`src/rtl/per2apb.sv`:
```
// Bridge from the per req/gnt/r_valid protocol onto an APB3 master port.
// One transaction in flight; responses carry read data, error flag and echoed ID.
module per2apb #(
    parameter int unsigned PER_ADDR_WIDTH = 32,
    parameter int unsigned APB_ADDR_WIDTH = 32,
    parameter int unsigned PER_ID_WIDTH   = 5,
    parameter int unsigned TIMEOUT_CYCLES = 255
) (
    input  logic                      clk_i,
    input  logic                      rst_ni,
    input  logic                      per_slave_req_i,
    input  logic [PER_ADDR_WIDTH-1:0] per_slave_add_i,
    input  logic                      per_slave_we_i,
    input  logic [31:0]               per_slave_wdata_i,
    input  logic [3:0]                per_slave_be_i,
    input  logic [PER_ID_WIDTH-1:0]   per_slave_id_i,
    output logic                      per_slave_gnt_o,
    output logic                      per_slave_r_valid_o,
    output logic                      per_slave_r_opc_o,
    output logic [PER_ID_WIDTH-1:0]   per_slave_r_id_o,
    output logic [31:0]               per_slave_r_rdata_o,
    output logic [APB_ADDR_WIDTH-1:0] PADDR,
    output logic [31:0]               PWDATA,
    output logic                      PWRITE,
    output logic                      PSEL,
    output logic                      PENABLE,
    input  logic [31:0]               PRDATA,
    input  logic                      PREADY,
    input  logic                      PSLVERR
);

    localparam int unsigned CntW = (TIMEOUT_CYCLES > 0) ? $clog2(TIMEOUT_CYCLES + 1) : 1;

    typedef enum logic [1:0] {StIdle, StSetup, StAccess, StResp} state_e;

    state_e                    state_q, state_d;
    logic [APB_ADDR_WIDTH-1:0] addr_q, addr_d, add_ext;
    logic                      we_q, we_d;
    logic [31:0]               wdata_q, wdata_d;
    logic [PER_ID_WIDTH-1:0]   id_q, id_d;
    logic [PER_ID_WIDTH-1:0]   rid_q, rid_d;
    logic [31:0]               rdata_q, rdata_d;
    logic                      opc_q, opc_d;
    logic [CntW-1:0]           cnt_q, cnt_d;
    logic                      timeout_hit;

    generate
        if (APB_ADDR_WIDTH > PER_ADDR_WIDTH) begin : g_addr_zext
            assign add_ext = {{(APB_ADDR_WIDTH - PER_ADDR_WIDTH){1'b0}}, per_slave_add_i};
        end else begin : g_addr_trunc
            assign add_ext = per_slave_add_i[APB_ADDR_WIDTH-1:0];
        end
    endgenerate

    // Fires on the TIMEOUT_CYCLES-th ACCESS cycle that still sees PREADY low.
    assign timeout_hit = (TIMEOUT_CYCLES != 0) && (cnt_q == CntW'(TIMEOUT_CYCLES - 1));

    always_comb begin
        state_d         = state_q;
        addr_d          = addr_q;
        we_d            = we_q;
        wdata_d         = wdata_q;
        id_d            = id_q;
        rid_d           = rid_q;
        rdata_d         = rdata_q;
        opc_d           = opc_q;
        cnt_d           = cnt_q;
        per_slave_gnt_o = 1'b0;
        unique case (state_q)
            StIdle: begin
                per_slave_gnt_o = per_slave_req_i;
                if (per_slave_req_i) begin
                    addr_d  = add_ext;
                    we_d    = per_slave_we_i;
                    wdata_d = per_slave_we_i ? per_slave_wdata_i : 32'h0;
                    id_d    = per_slave_id_i;
                    // No strobes on APB3: partial writes are refused without a bus access.
                    if (per_slave_we_i && (per_slave_be_i != 4'hF)) begin
                        opc_d   = 1'b1;
                        rdata_d = 32'h0;
                        rid_d   = per_slave_id_i;
                        state_d = StResp;
                    end else begin
                        state_d = StSetup;
                    end
                end
            end
            StSetup: begin
                cnt_d   = '0;
                state_d = StAccess;
            end
            StAccess: begin
                if (PREADY) begin
                    rdata_d = we_q ? 32'h0 : PRDATA;
                    opc_d   = PSLVERR;
                    rid_d   = id_q;
                    state_d = StResp;
                end else if (timeout_hit) begin
                    rdata_d = 32'hDEAD_BEEF;
                    opc_d   = 1'b1;
                    rid_d   = id_q;
                    state_d = StResp;
                end else begin
                    cnt_d = cnt_q + CntW'(1);
                end
            end
            StResp: begin
                state_d = StIdle;
            end
        endcase
    end

    always_ff @(posedge clk_i or negedge rst_ni) begin
        if (!rst_ni) begin
            state_q <= StIdle;
            addr_q  <= '0;
            we_q    <= 1'b0;
            wdata_q <= '0;
            id_q    <= '0;
            rid_q   <= '0;
            rdata_q <= '0;
            opc_q   <= 1'b0;
            cnt_q   <= '0;
        end else begin
            state_q <= state_d;
            addr_q  <= addr_d;
            we_q    <= we_d;
            wdata_q <= wdata_d;
            id_q    <= id_d;
            rid_q   <= rid_d;
            rdata_q <= rdata_d;
            opc_q   <= opc_d;
            cnt_q   <= cnt_d;
        end
    end

    assign PSEL                = (state_q == StSetup) || (state_q == StAccess);
    assign PENABLE             = (state_q == StAccess);
    assign PADDR               = addr_q;
    assign PWRITE              = we_q;
    assign PWDATA              = wdata_q;
    assign per_slave_r_valid_o = (state_q == StResp);
    assign per_slave_r_opc_o   = opc_q;
    assign per_slave_r_id_o    = rid_q;
    assign per_slave_r_rdata_o = rdata_q;

endmodule

```
`config.mk`:
```
export PLATFORM = sky130hd
export DESIGN_NAME = per2apb
export DESIGN_NICKNAME = d
export VERILOG_FILES = /design/src/rtl/per2apb.sv
export SDC_FILE = /design/constraint.sdc
export NUM_CORES = 1
export LEC_CHECK = 0
export ABC_AREA = 1
export CORE_MARGIN = 2
export CORE_UTILIZATION = 43
export DETAILED_ROUTE_END_ITERATION = 6
export PLACE_DENSITY = 0.87
export SLEW_MARGIN = 10
export SYNTH_ARGS = -nofsm -noshare
export SYNTH_HDL_FRONTEND = slang
export SYNTH_SLANG_ARGS = --single-unit
```
`constraint.sdc`:
```
create_clock -name clk_i -period 2.1 [get_ports clk_i]
set_input_delay 0.42 -clock clk_i [delete_from_list [all_inputs] [get_ports clk_i]]
set_output_delay 0.42 -clock clk_i [all_outputs]
set_load 0.01 [all_outputs]
```
==> flow_summary.json <==
{
  "diodes": 0,
  "drc": 0,
  "path_max_fanout": 4,
  "nets": 973,
  "rsz0062_at_grt": "false",
  "critPathLaunchType": "flop",
  "finish.utilization": 0.691,
  "p_per_area_nw_per_um2": 1430,
  "worstHoldPathType": "flop to flop",
  "detail_route.iter0.violations": 411,
  "antenna_found_initial": 0,
  "required_ns": 1.68,
  "htreeDepth": 4,
  "finalPower_mw": 11.8,
  "criticalPathCategory": "flop to output pin",
  "synth-edff-count": 0,
  "synthDominantCellAreaShare": 0.568,
  "syn_inst": 643,
  "dr.pass1.iters": 4,
  "tightest_slew_ns": 0.888,
  "std_cell_rows": 40,
  "arrival_ns": 1.61,
  "syn-mean-instance-area_um2": 8.08,
  "synthAdderAreaFrac": 0.0145,
  "cts_root_buf": "clkbuf_16",
  "core_area_um2": 11900,
  "crit_slowest_cell": "dfrtp_1",
  "clk_pin_slew_ns": 0.06,
  "cp-end-kind": "output pin",
  "r2r-start": "state_q[1]",
  "cts.sinks": 118,
  "p_leak_nw": 3.93,
  "drv_cap": 0,
  "port_buffers": 217,
  "grt_pass1_vias": 4753,
  "vdd_ir_drop_max_v": 0.000873,
  "drive_gt1_frac": 0.0644,
  "slowest_delay_ns": 0.39,
  "period_share": 0.966,
  "ys_seq_area_frac": 0.568,
  "netlist_top_cells_area": "dfrtp_1 (57%), nand2_1 (22%), o21ai_0 (5.3%)",
  "cts_tree": "yes",
  "io_pins": 218,
  "synthFlopType": "dfrtp_1",
  "finalInstanceArea_um2": 8230,
  "synth-seq-cells": 118,
  "cp_num_buf_inv": 3,
  "busiest_layer": "met2",
  "clk_latency_ns": 0.40,
  "synthSimpleGateAreaFrac": 0.281,
  "setup_viol": 0,
  "die_area_um2": 13000,
  "grtUsageMet3": 0.0760,
  "synth_nets": 760,
  "post-route-worst-setup-slack_ns": 0.0706,
  "finalHoldViolations": 0,
  "met2_usage": 0.369,
  "cp_cell_sequence": "inv_1 > ha_2 > nand2_4 > clkinvlp_4 > dlygate4sd2_1",
  "wl_um": 14400,
  "synthArstFlopShare": 1.00,
  "reg2reg_slack_ns": 0.20,
  "start_util": 0.436,
  "dieWidth_um": 114,
  "vias_per_cell": 4.85,
  "synth_most_common_cell": "nand2_1",
  "fin_skew_ns": 0.00757,
  "synth_xor_area_frac": 0,
  "yosysTopAreaCell": "dfrtp_1",
  "status": "complete, no violations",
  "synth_mux_area_frac": 0,
  "grt_use_total": 0.225,
  "yosysWarningCount": 0,
  "synth.distinct_cells": 19,
  "area_delta_synth_final_pct": 58.4,
  "die_h_um": 114,
  "netlist_area_um2": 5190,
  "synth_compound_area_frac": 0.0836,
  "period_needed_ns": 2.03,
  "worstReg2RegEnd": "PWDATA[3]",
  "crit_path_end": "per_slave_gnt_o",
  "crit_family": "buffers and inverters",
  "overflow": 0,
  "slew_headroom": 0.408,
  "fin_setup_tns_ns": 0,
  "dp_hpwl_um": 9860,
  "postRouteAntennaNets": 0,
  "cts_made_buffers": 17,
  "clock.fmax_mhz": 493,
  "r2r_cells": 5,
  "slew_viol_final": 0,
  "yosys-top-cells-count": "nand2_1 (300), dfrtp_1 (118), o21ai_0 (55)",
  "synth_top_family_by_area": "simple AND/OR/NAND/NOR gates",
  "grtUsageMet1": 0.277,
  "grt_pass1_wl_um": 23000,
  "pre_cts_slack_ns": -0.0652,
  "cts_buffer_depth": 2,
  "path_depth": 5,
  "timing.critical_path.from": "state_q[0]",
  "grt_max_degree": 107,
  "vias": 4927,
  "placed_area_um2": 7550,
  "wire_per_inst_um": 14.2,
  "gp_congestion": 0.801
}
[worst register-to-register path, stage by stage, from the launching register on]
cell     delay [ns]
dfrtp_1        0.40
inv_1          0.09
ha_2           0.21
nand2_4        0.09
buf_4          0.69
o21ai_0        0.27
[cell usage in the layout (no fill, tap or decap), drive strengths merged]
cell type,n
clkdlybuf4s50,213
o21ai,55
clkinv,2
nand3,50
a21oi,28
dlygate4sd2,3
nand4,1
or2,1
nand2,300
buf,17
ha,6
bufinv,5
o21bai,1
dlygate4sd3,1
clkinvlp,7
clkbuf,20
nor2,17
inv,24
dfrtp,118
[cell families after synthesis]
logic type	after synthesis
flops	118
simple gates	369
buf+inv	66
fa+ha+maj	6
compound gates	84
[flip-flops by register name, summed over array words and instances, names as in the netlist]
| name | count |
|---|---|
| PADDR | 32 |
| PWDATA | 32 |
| per_slave_r_rdata_o | 32 |
| cnt_q | 8 |
| id_q | 5 |
| per_slave_r_id_o | 5 |
| state_q | 2 |
| PWRITE | 1 |
| per_slave_r_opc_o | 1 |
[how the worst min path moves through the flow]
stage	start	end	slack (ns)	depth (start not counted)
floorplan	rst_ni	PADDR[0]	0.12	0
global placement	rst_ni	state_q[1]	0.35	1
detailed placement	rst_ni	state_q[0]	0.35	1
CTS	per_slave_r_rdata_o[5]	per_slave_r_rdata_o[5]	0.47	2
global route	per_slave_r_rdata_o[5]	per_slave_r_rdata_o[5]	0.48	2
finish	per_slave_r_rdata_o[7]	per_slave_r_rdata_o[7]	0.47	2
[stage by stage]
step           instances  hold slack [ns]
3_5_place_dp         982            0.354
6_report            1016            0.465
5_1_grt             1016            0.482
2_1_floorplan        643            0.124
4_1_cts             1015            0.470
3_3_place_gp         982            0.355
[cell type report]
class,count,area [µm²]
clock buffers,20,457
clock inverters,12,200
fillers,930,3680
inverters,26,101
multi-input cells,459,1980
flip-flops and latches,118,2950
well taps,147,184
repair buffers,234,2360
[per-layer routing]
metal	share of wire	vias to the layer above
met4	0.015	0
li1	-	2452
met2	0.48	185
met3	0.094	16
met1	0.41	2274
met5	0	-
[power by group]
part | switching (mW) | total (mW) | leakage [nW] | internal (mW)
logic | 2.59 | 4.97 | 2.10 | 2.38
clock network | 1.03 | 3.20 | 0.301 | 2.17
registers | 0.492 | 3.63 | 1.53 | 3.14
[timing repair]
item / 4_1_cts / 5_1_grt
endpoints found under the hold margin: 21 / 0
gates resized for setup: 4 / 1
hold buffers: 1 / 0
setup endpoints to repair: 3 / 1
setup buffers: 0 / 1
No activity file was read; power rests on OpenSTA's default activity.
